[src/rtl/eda_img_pkg.sv]
// Shared definitions for the image-scan blocks: sweep FSM states, neighbour
// mask bit positions and the mapping from mask bit to 3x3 window slot.
package eda_img_pkg;

  typedef enum logic [1:0] {
    IDLE  = 2'd0,
    SCAN  = 2'd1,
    DRAIN = 2'd2,
    DONE  = 2'd3
  } scan_state_e;

  localparam int UPLEFT    = 7;
  localparam int UP        = 6;
  localparam int UPRIGHT   = 5;
  localparam int LEFT      = 4;
  localparam int RIGHT     = 3;
  localparam int DOWNLEFT  = 2;
  localparam int DOWN      = 1;
  localparam int DOWNRIGHT = 0;

  localparam int NUM_NEIGH   = 8;
  localparam int CENTER_SLOT = 4;

  // Window slots run 0 (upleft) .. 8 (downright); slot 0 sits in the window MSBs.
  function automatic int nb_slot(input int b);
    case (b)
      UPLEFT:   return 0;
      UP:       return 1;
      UPRIGHT:  return 2;
      LEFT:     return 3;
      RIGHT:    return 5;
      DOWNLEFT: return 6;
      DOWN:     return 7;
      default:  return 8;
    endcase
  endfunction

endpackage

[src/rtl/eda_win_cmp.sv]
// Combinational 3x3 local-maximum test: center against every neighbour whose
// mask bit is set, unsigned. An empty mask yields ge = gt = 1.
module eda_win_cmp
  import eda_img_pkg::*;
#(
  parameter int PIXEL_WIDTH  = 8,
  parameter int WINDOW_WIDTH = 9
) (
  input  logic [PIXEL_WIDTH*WINDOW_WIDTH-1:0] window,
  input  logic [NUM_NEIGH-1:0]                mask,
  output logic                                ge,
  output logic                                gt
);

  logic [PIXEL_WIDTH-1:0] center;
  logic [NUM_NEIGH-1:0]   nb_ge;
  logic [NUM_NEIGH-1:0]   nb_gt;

  assign center = window[(WINDOW_WIDTH-1-CENTER_SLOT)*PIXEL_WIDTH +: PIXEL_WIDTH];

  for (genvar k = 0; k < NUM_NEIGH; k++) begin : g_nb
    localparam int SLOT = nb_slot(k);
    logic [PIXEL_WIDTH-1:0] nb;
    assign nb       = window[(WINDOW_WIDTH-1-SLOT)*PIXEL_WIDTH +: PIXEL_WIDTH];
    assign nb_ge[k] = ~mask[k] | (center >= nb);
    assign nb_gt[k] = ~mask[k] | (center > nb);
  end

  assign ge = &nb_ge;
  assign gt = &nb_gt;

endmodule

[src/rtl/eda_max_scan.sv]
// Raster sweep over an MxN image: issues one window address per cycle, flags
// local maxima one cycle later behind a valid/ready handshake, counts candidates.
module eda_max_scan
  import eda_img_pkg::*;
#(
  parameter int M            = 16,
  parameter int N            = 16,
  parameter int PIXEL_WIDTH  = 8,
  parameter int WINDOW_WIDTH = 9,
  parameter int I_WIDTH      = $clog2(M),
  parameter int J_WIDTH      = $clog2(N),
  parameter int ADDR_WIDTH   = I_WIDTH + J_WIDTH
) (
  input  logic                                clk,
  input  logic                                reset_n,
  input  logic                                start,
  output logic [ADDR_WIDTH-1:0]               center_addr,
  input  logic [PIXEL_WIDTH*WINDOW_WIDTH-1:0] window_values,
  input  logic [7:0]                          neigh_addr_valid,
  output logic                                flag_valid,
  input  logic                                flag_ready,
  output logic [ADDR_WIDTH-1:0]               flag_addr,
  output logic                                flag_ge,
  output logic                                flag_gt,
  output logic                                busy,
  output logic                                done,
  output logic [ADDR_WIDTH:0]                 cand_count
);

  scan_state_e           state_q, state_d;
  logic [I_WIDTH-1:0]    i_q, i_d;
  logic [J_WIDTH-1:0]    j_q, j_d;
  logic                  fv_q, fv_d;
  logic [ADDR_WIDTH-1:0] faddr_q, faddr_d;
  logic                  fge_q, fge_d;
  logic                  fgt_q, fgt_d;
  logic [ADDR_WIDTH:0]   cnt_q, cnt_d;

  logic win_ge, win_gt;
  logic xfer, accept, last_addr;

  eda_win_cmp #(
    .PIXEL_WIDTH  (PIXEL_WIDTH),
    .WINDOW_WIDTH (WINDOW_WIDTH)
  ) u_cmp (
    .window (window_values),
    .mask   (neigh_addr_valid),
    .ge     (win_ge),
    .gt     (win_gt)
  );

  assign xfer      = fv_q && flag_ready;
  // The result slot frees up in the same cycle it drains, so the sweep never bubbles.
  assign accept    = (state_q == SCAN) && (!fv_q || flag_ready);
  assign last_addr = (i_q == I_WIDTH'(M-1)) && (j_q == J_WIDTH'(N-1));

  always_comb begin
    state_d = state_q;
    i_d     = i_q;
    j_d     = j_q;
    fv_d    = fv_q;
    faddr_d = faddr_q;
    fge_d   = fge_q;
    fgt_d   = fgt_q;
    cnt_d   = cnt_q;

    if (xfer) begin
      fv_d = 1'b0;
      if (fge_q) cnt_d = cnt_q + (ADDR_WIDTH+1)'(1);
    end

    case (state_q)
      IDLE: begin
        if (start) begin
          state_d = SCAN;
          i_d     = '0;
          j_d     = '0;
          cnt_d   = '0;
        end
      end
      SCAN: begin
        if (accept) begin
          fv_d    = 1'b1;
          faddr_d = {i_q, j_q};
          fge_d   = win_ge;
          fgt_d   = win_gt;
          if (last_addr) begin
            state_d = DRAIN;
            i_d     = '0;
            j_d     = '0;
          end else if (j_q == J_WIDTH'(N-1)) begin
            j_d = '0;
            i_d = i_q + I_WIDTH'(1);
          end else begin
            j_d = j_q + J_WIDTH'(1);
          end
        end
      end
      DRAIN: begin
        if (xfer) state_d = DONE;
      end
      default: state_d = IDLE;
    endcase
  end

  always_ff @(posedge clk or negedge reset_n) begin
    if (!reset_n) begin
      state_q <= IDLE;
      i_q     <= '0;
      j_q     <= '0;
      fv_q    <= 1'b0;
      faddr_q <= '0;
      fge_q   <= 1'b0;
      fgt_q   <= 1'b0;
      cnt_q   <= '0;
    end else begin
      state_q <= state_d;
      i_q     <= i_d;
      j_q     <= j_d;
      fv_q    <= fv_d;
      faddr_q <= faddr_d;
      fge_q   <= fge_d;
      fgt_q   <= fgt_d;
      cnt_q   <= cnt_d;
    end
  end

  assign center_addr = {i_q, j_q};
  assign flag_valid  = fv_q;
  assign flag_addr   = faddr_q;
  assign flag_ge     = fge_q;
  assign flag_gt     = fgt_q;
  assign busy        = (state_q == SCAN) || (state_q == DRAIN);
  assign done        = (state_q == DONE);
  assign cand_count  = cnt_q;

endmodule

[config.mk]
export PLATFORM = sky130hd
export DESIGN_NAME = eda_max_scan
export DESIGN_NICKNAME = d
export VERILOG_FILES = /design/src/rtl/eda_img_pkg.sv /design/src/rtl/eda_win_cmp.sv /design/src/rtl/eda_max_scan.sv
export SDC_FILE = /design/constraint.sdc
export NUM_CORES = 1
export LEC_CHECK = 0
export CORE_ASPECT_RATIO = 0.8
export CORE_MARGIN = 2
export CORE_UTILIZATION = 25
export CTS_CLUSTER_DIAMETER = 120
export DETAILED_ROUTE_END_ITERATION = 8
export PLACE_DENSITY_LB_ADDON = 0.08
export SLEW_MARGIN = 5
export SYNTH_ARGS = -nofsm -noshare
export SYNTH_HDL_FRONTEND = slang
export SYNTH_SLANG_ARGS = --single-unit
[constraint.sdc]
create_clock -name clk -period 1.65 [get_ports clk]
set_input_delay 0.4125 -clock clk [delete_from_list [all_inputs] [get_ports clk]]
set_output_delay 0.4125 -clock clk [all_outputs]
set_load 0.05 [all_outputs]
* After elaboration in Yosys (flattened, before gate mapping) *
Cells that the tools add are included.
W data, S select, Z words.

operators by class
  reductions and logical operators = 14
  equality and inequality tests = 10
  add/sub/neg operators = 3
  muxes and demuxes = 21
  order comparisons = 16
  bitwise logic cells = 24

operator list
  cell                   count
  $ge A8 B8 Y1           8
  $gt A8 B8 Y1           8
  $mux W9                4
  $mux W4                7
  $or A1 B1 Y1           16
  $pmux W4 S2            2
  $reduce_and A8 Y1      2
  $add A9 B1 Y9 const B  1
  $add A4 B1 Y4 const B  2
  $eq A4 B4 Y1 const B   2
  $mux W2                4
  $ne A2 B2 Y1 const B   4
  $not A1 Y1             8
  $reduce_and A4 Y1      2
  $pmux W2 S3            1
  $eq A2 B2 Y1 const B   2
  $logic_and A1 B1 Y1    3
  $mux W1                3
  $ne A3 B2 Y1 const B   1
  $reduce_and A3 Y1      1
  $eq A2 B1 Y1 const B   1
  $logic_not A2 Y1       1
  $logic_or A1 B1 Y1     2
  $reduce_and A2 Y1      1
  2 further kinds        2

storage, ports and cells
  flip-flop bits (word level) = 30
  output and inout port bits = 30

* Longest topological paths before layout *
  depth after elaboration = 5
  depth in mapped cells = 8
  depth with buffers taken out = 8

* Cells and area by module *
A second synthesis with hierarchy kept.

second synthesis, totals
  cells, all modules = 396
  area, all modules = 3300.7 um2

modules (own cells, without submodules)
  module        instances  cells each  area an instance (um2)
  eda_win_cmp   1          253         1770.4
  eda_max_scan  1          143         1530.2

* Worst setup path after synthesis *
OpenSTA, ideal clock, no wires.

  path type = register to register
  from = register j_q[0]
  to = register i_q[3]
  clock period less this slack = 1999 ps
  cell stages (with the launch flop) = 6
  arrival time = 1919 ps
  buffers on the path = 0
  library setup time = 79 ps
  path slack = -349 ps
  cells stage by stage = dfrtp_1 > ha_1 > nand3_1 > a221o_1 > or3_1 > a2bb2oi_1

on the way
  longest elaborated chain between the ends = 5

ends and longest elaborated chain
  element                 line                                    source
  start, declared         eda_max_scan.sv:32                      logic [J_WIDTH-1:0] j_q, j_d;
  start signal, assigned  eda_max_scan.sv:119                     j_q <= j_d;
  $eq A4 B4 Y1 *          eda_max_scan.sv:55, eda_max_scan.sv:91
  $logic_and A1 B1 Y1     eda_max_scan.sv:55                      assign last_addr = (i_q == I_WIDTH'(M-1)) && (j_q == J_WIDTH'(N-1));
  $mux W4                 eda_max_scan.sv:87                      if (last_addr) begin
  $mux W4                 eda_max_scan.sv:82                      if (accept) begin
  $pmux W4 S2             eda_max_scan.sv:72                      case (state_q)
  end signal, assigned    eda_max_scan.sv:118                     i_q <= i_d;
  end, declared           eda_max_scan.sv:31                      logic [I_WIDTH-1:0] i_q, i_d;

Every way passes the cells marked *; elsewhere a longest branch is shown, timed or not. The select of a mux whose other input is x is not followed.
A chain may end at the register's enable or synchronous reset.

* Worst setup path after layout *
  from = input window_values[1]
  to = register fgt_q, in the netlist flag_gt

on the way
  longest elaborated chain between the ends = 3

ends and longest elaborated chain
  element               line                 source
  start, declared       eda_max_scan.sv:18   input logic [PIXEL_WIDTH*WINDOW_WIDTH-1:0] window_values,
  $gt A8 B8 Y1          eda_win_cmp.sv:26    assign nb_gt[k] = ~mask[k] | (center > nb);
  $or A1 B1 Y1          eda_win_cmp.sv:26
  $reduce_and A8 Y1     eda_win_cmp.sv:30    assign gt = &nb_gt;
  end signal, assigned  eda_max_scan.sv:123  fgt_q <= fgt_d;
  end, declared         eda_max_scan.sv:36   logic fgt_q, fgt_d;

No other way between the ends.

==> flow_summary_export.csv <==
group,metric,value,unit
outcome,status,"complete, but fails checks",
outcome,violations,"negative setup slack",
drt,wirelength,11300,microns
setup_path,worstRegToRegCells,5,
clock_network,clockBufferDepth,2,
drt,wl_met3,589,microns
yosys,syn_area_per_cell,8.41,sq um
setup_path,start_kind,"input pin",
power_and_ir_drop,total_power,6010,uW
setup_path,end_kind,"flop",
yosys,syn-num-nets,531,
drt,wl_met2,4900,microns
setup_path,r2r_end,"i_q[3]",
drt,drc_errors,0,
sta,slew_headroom,0.728,
global_routing,grt_pass1_vias,3475,
drt,avgViaCountPerCell,4.59,
yosys,synth_top_area_frac,0.285,
placement,gp_congestion,0.882,
sta,finalSetupViolCount,4,
global_routing,grt_max_degree,31,
power_and_ir_drop,ir_drop,0.000787,V
final_layout,drive_gt1_frac,0.525,
yosys,netlist_area,3160,sq um
setup_path,r2r_start,"state_q[0]",
clock_network,htreeDepth,2,
setup_path,path_max_fanout,2,
setup_path,critPathLaunch,"window_values[1]",
yosys,synth-main-ff-cell,"dfrtp_1",
clock_network,clkSlewWorstSetupHoldPaths,0.05,ns
die,initial_core_util,0.258,
yosys,synth.largest_area_cell,"ha_1",
sta,timing.fmax,554,MHz
sta,rsz0062_at_grt,"yes",
sta,fin_skew,0.00444,ns
die,dieWidth,130,microns
sta,slew_violations,0,
setup_path,crit_arrival,1.97,ns
yosys,synthTopCellsByArea,"ha_1, dfrtp_1, inv_1",
yosys,ys_warn_count,0,
clock_network,cts_tree,"yes",
setup_path,worstPathRequired,1.81,ns
flow_run,cap_violations,0,
final_layout,finish.net_count,709,
sta,final.period_utilization,1.09,
drt,vias,3325,
final_layout,regArea,761,sq um
yosys,ys_types,47,
drt,ant_nets,0,
sta,fin_crit,1.80,ns
clock_network,clock-sinks,30,
final_layout,area_delta_synth_final,104,%
final_layout,fillers,1161,
drt,wl_per_cell,15.5,microns
die,dieArea,13500,sq um
clock_network,cts_buffers,5,
global_routing,grt.overflow.total,0,
placement,port_buffers,113,
drt,top_layer_used,"met4",
power_and_ir_drop,power_leakage,0.00285,uW
yosys,synth_edf_count,0,
sta,worstMarginPinSlew,0.408,ns
setup_path,r2r_slack,-0.07,ns
setup_path,criticalPathCategory,"input pin to flop",
sta,layout_setup_ws,-0.155,ns
yosys,ys_ff_latch,30,
drt,dr.pass1.iters,4,
setup_path,setup.worst_path.end,"flag_gt",
global_routing,antenna_found_initial,0,
final_layout,multi_input_area,3160,sq um
die,die_y,104,microns
yosys,syn_inst,375,
sta,tns,-0.389,ns
sta,finalHoldViolCount,0,
global_routing,grt_util_all_layers,0.164,
clock_network,insertion_delay,0.28,ns
drt,wl_met1,5680,microns
die,core_area,12300,sq um
yosys,synth_seq_area_share,0.238,
final_layout,antennaDiodeCount,0,
die,ios,114,
yosys,synth-async-reset-ratio,1.00,
global_routing,grt_pass1_wl,17600,microns
drt,initialDrtViolationCount,98,
placement,dp_hpwl,8540,microns
power_and_ir_drop,pwr_density_cell,934,nW/um^2
clock_network,root_buffer,"clkbuf_16",
worst_hold_path,hold_class,"input pin to asynchronous set/reset pin",
die,fp-row-count,36,
## logic make-up (layout without fill, tap and decap cells)
| family | count (synthesis) | in the layout | synth area share |
|---|---|---|---|
| simple gates | 108 | 108 | 0.182 |
| compound gates | 75 | 75 | 0.147 |
| fa+ha+maj | 72 | 72 | 0.285 |
| buf+inv | 71 | 250 | 0.0868 |
| flops | 30 | 30 | 0.238 |
| mux | 11 | 11 | 0.0385 |
| xor+xnor | 8 | 8 | 0.0222 |
## cells in the final DEF (no fill, tap or decap), types with 8 or more instances in the layout
| master | count |
|---|---|
| nand4_1 | 13 |
| dlygate4sd2_1 | 55 |
| ha_1 | 15 |
| clkdlybuf4s50_1 | 12 |
| buf_6 | 10 |
| nor3_2 | 8 |
| inv_1 | 24 |
| buf_4 | 51 |
| dfrtp_2 | 8 |
| buf_12 | 35 |
| o21ai_1 | 10 |
| a21oi_2 | 9 |
| ha_4 | 55 |
| inv_2 | 42 |
| a21oi_1 | 11 |
| mux2_2 | 8 |
| nand2_1 | 19 |
| nor2_1 | 20 |
| dfrtp_1 | 22 |
## routing by layer
layer  track usage  vias to the layer above
li1              -                     1684
met1         0.244                     1556
met2         0.243                       76
met3        0.0422                        9
met4        0.0238                        0
met5             0                        -
## critical path, stage by stage
cell and delay [ns]:
dlygate4sd2_1 0.24, inv_2 0.06, ha_4 0.19, nor2b_2 0.14, o211ai_1 0.22, a21oi_2 0.11, buf_4 0.14, o22ai_2 0.13
nand2_1 0.09, a32o_1 0.22
## cells in the mapped netlist, types with 2 or more instances
| cell | number |
|---|---|
| a21oi_1 | 23 |
| mux2_2 | 9 |
| a2111oi_0 | 2 |
| nand2_1 | 21 |
| mux2i_1 | 2 |
| o22ai_1 | 3 |
| a22o_1 | 3 |
| and4_1 | 5 |
| nand3_1 | 7 |
| nand4_1 | 13 |
| nor3b_1 | 4 |
| o211ai_1 | 4 |
| nand2b_1 | 6 |
| nor3_1 | 10 |
| inv_1 | 67 |
| nor2b_1 | 5 |
| nor2_1 | 24 |
| ha_1 | 72 |
| xnor2_1 | 2 |
| dfrtp_1 | 30 |
| and3_1 | 5 |
| a31oi_1 | 4 |
| o21ai_0 | 23 |
| clkbuf_1 | 2 |
| xor2_1 | 6 |
| a2111o_1 | 2 |
## where the power goes
group / internal [uW] / switching [uW]
clock: 597 / 320
combinational: 2020 / 1970
sequential: 926 / 175
## how the worst min path moves through the flow
| stage | startpoint | end | cells after the start |
|---|---|---|---|
| final | reset_n | cand_count[7] | 2 |
| after global routing | reset_n | flag_addr[6] | 2 |
| after CTS | reset_n | cand_count[7] | 2 |
| after detailed placement | flag_valid | flag_valid | 2 |
| after global placement | flag_valid | flag_valid | 2 |
| after floorplan | reset_n | cand_count[0] | 0 |
## final cells by class
type | instances | share of cell area
Sequential cell | 30 | 0.118
Clock buffer | 7 | 0.0222
Multi-Input combinational cell | 274 | 0.492
Timing Repair Buffer | 175 | 0.294
Inverter | 67 | 0.0397
Clock inverter | 1 | 0.000778
Tap cell | 171 | 0.0333
## flip-flops by register name (all words and copies together), names as in the netlist
name,flops
cand_count,9
flag_addr,8
i_q,4
j_q,4
state_q,2
flag_ge,1
flag_gt,1
flag_valid,1
## stage by stage
stage	instances	instance area [sq um]	util	hold WS [ns]	setup WS, ns
after floorplan	375	3250	-	0.117	-0.154
after global placement	707	5280	0.431	0.527	-0.968
after detailed placement	707	5280	0.431	0.532	-0.965
after CTS	724	6200	0.506	0.508	-0.149
after global routing	725	6430	0.525	0.522	-0.201
final	725	6430	0.525	0.500	-0.155
## repair_timing
item,CTS,global route
gates resized for setup,245,57
hold buffers,0,0
endpoints found under the setup margin,7,10
pin swaps,89,52
buffers inserted,9,4
Power figures use the tool's default switching activity.
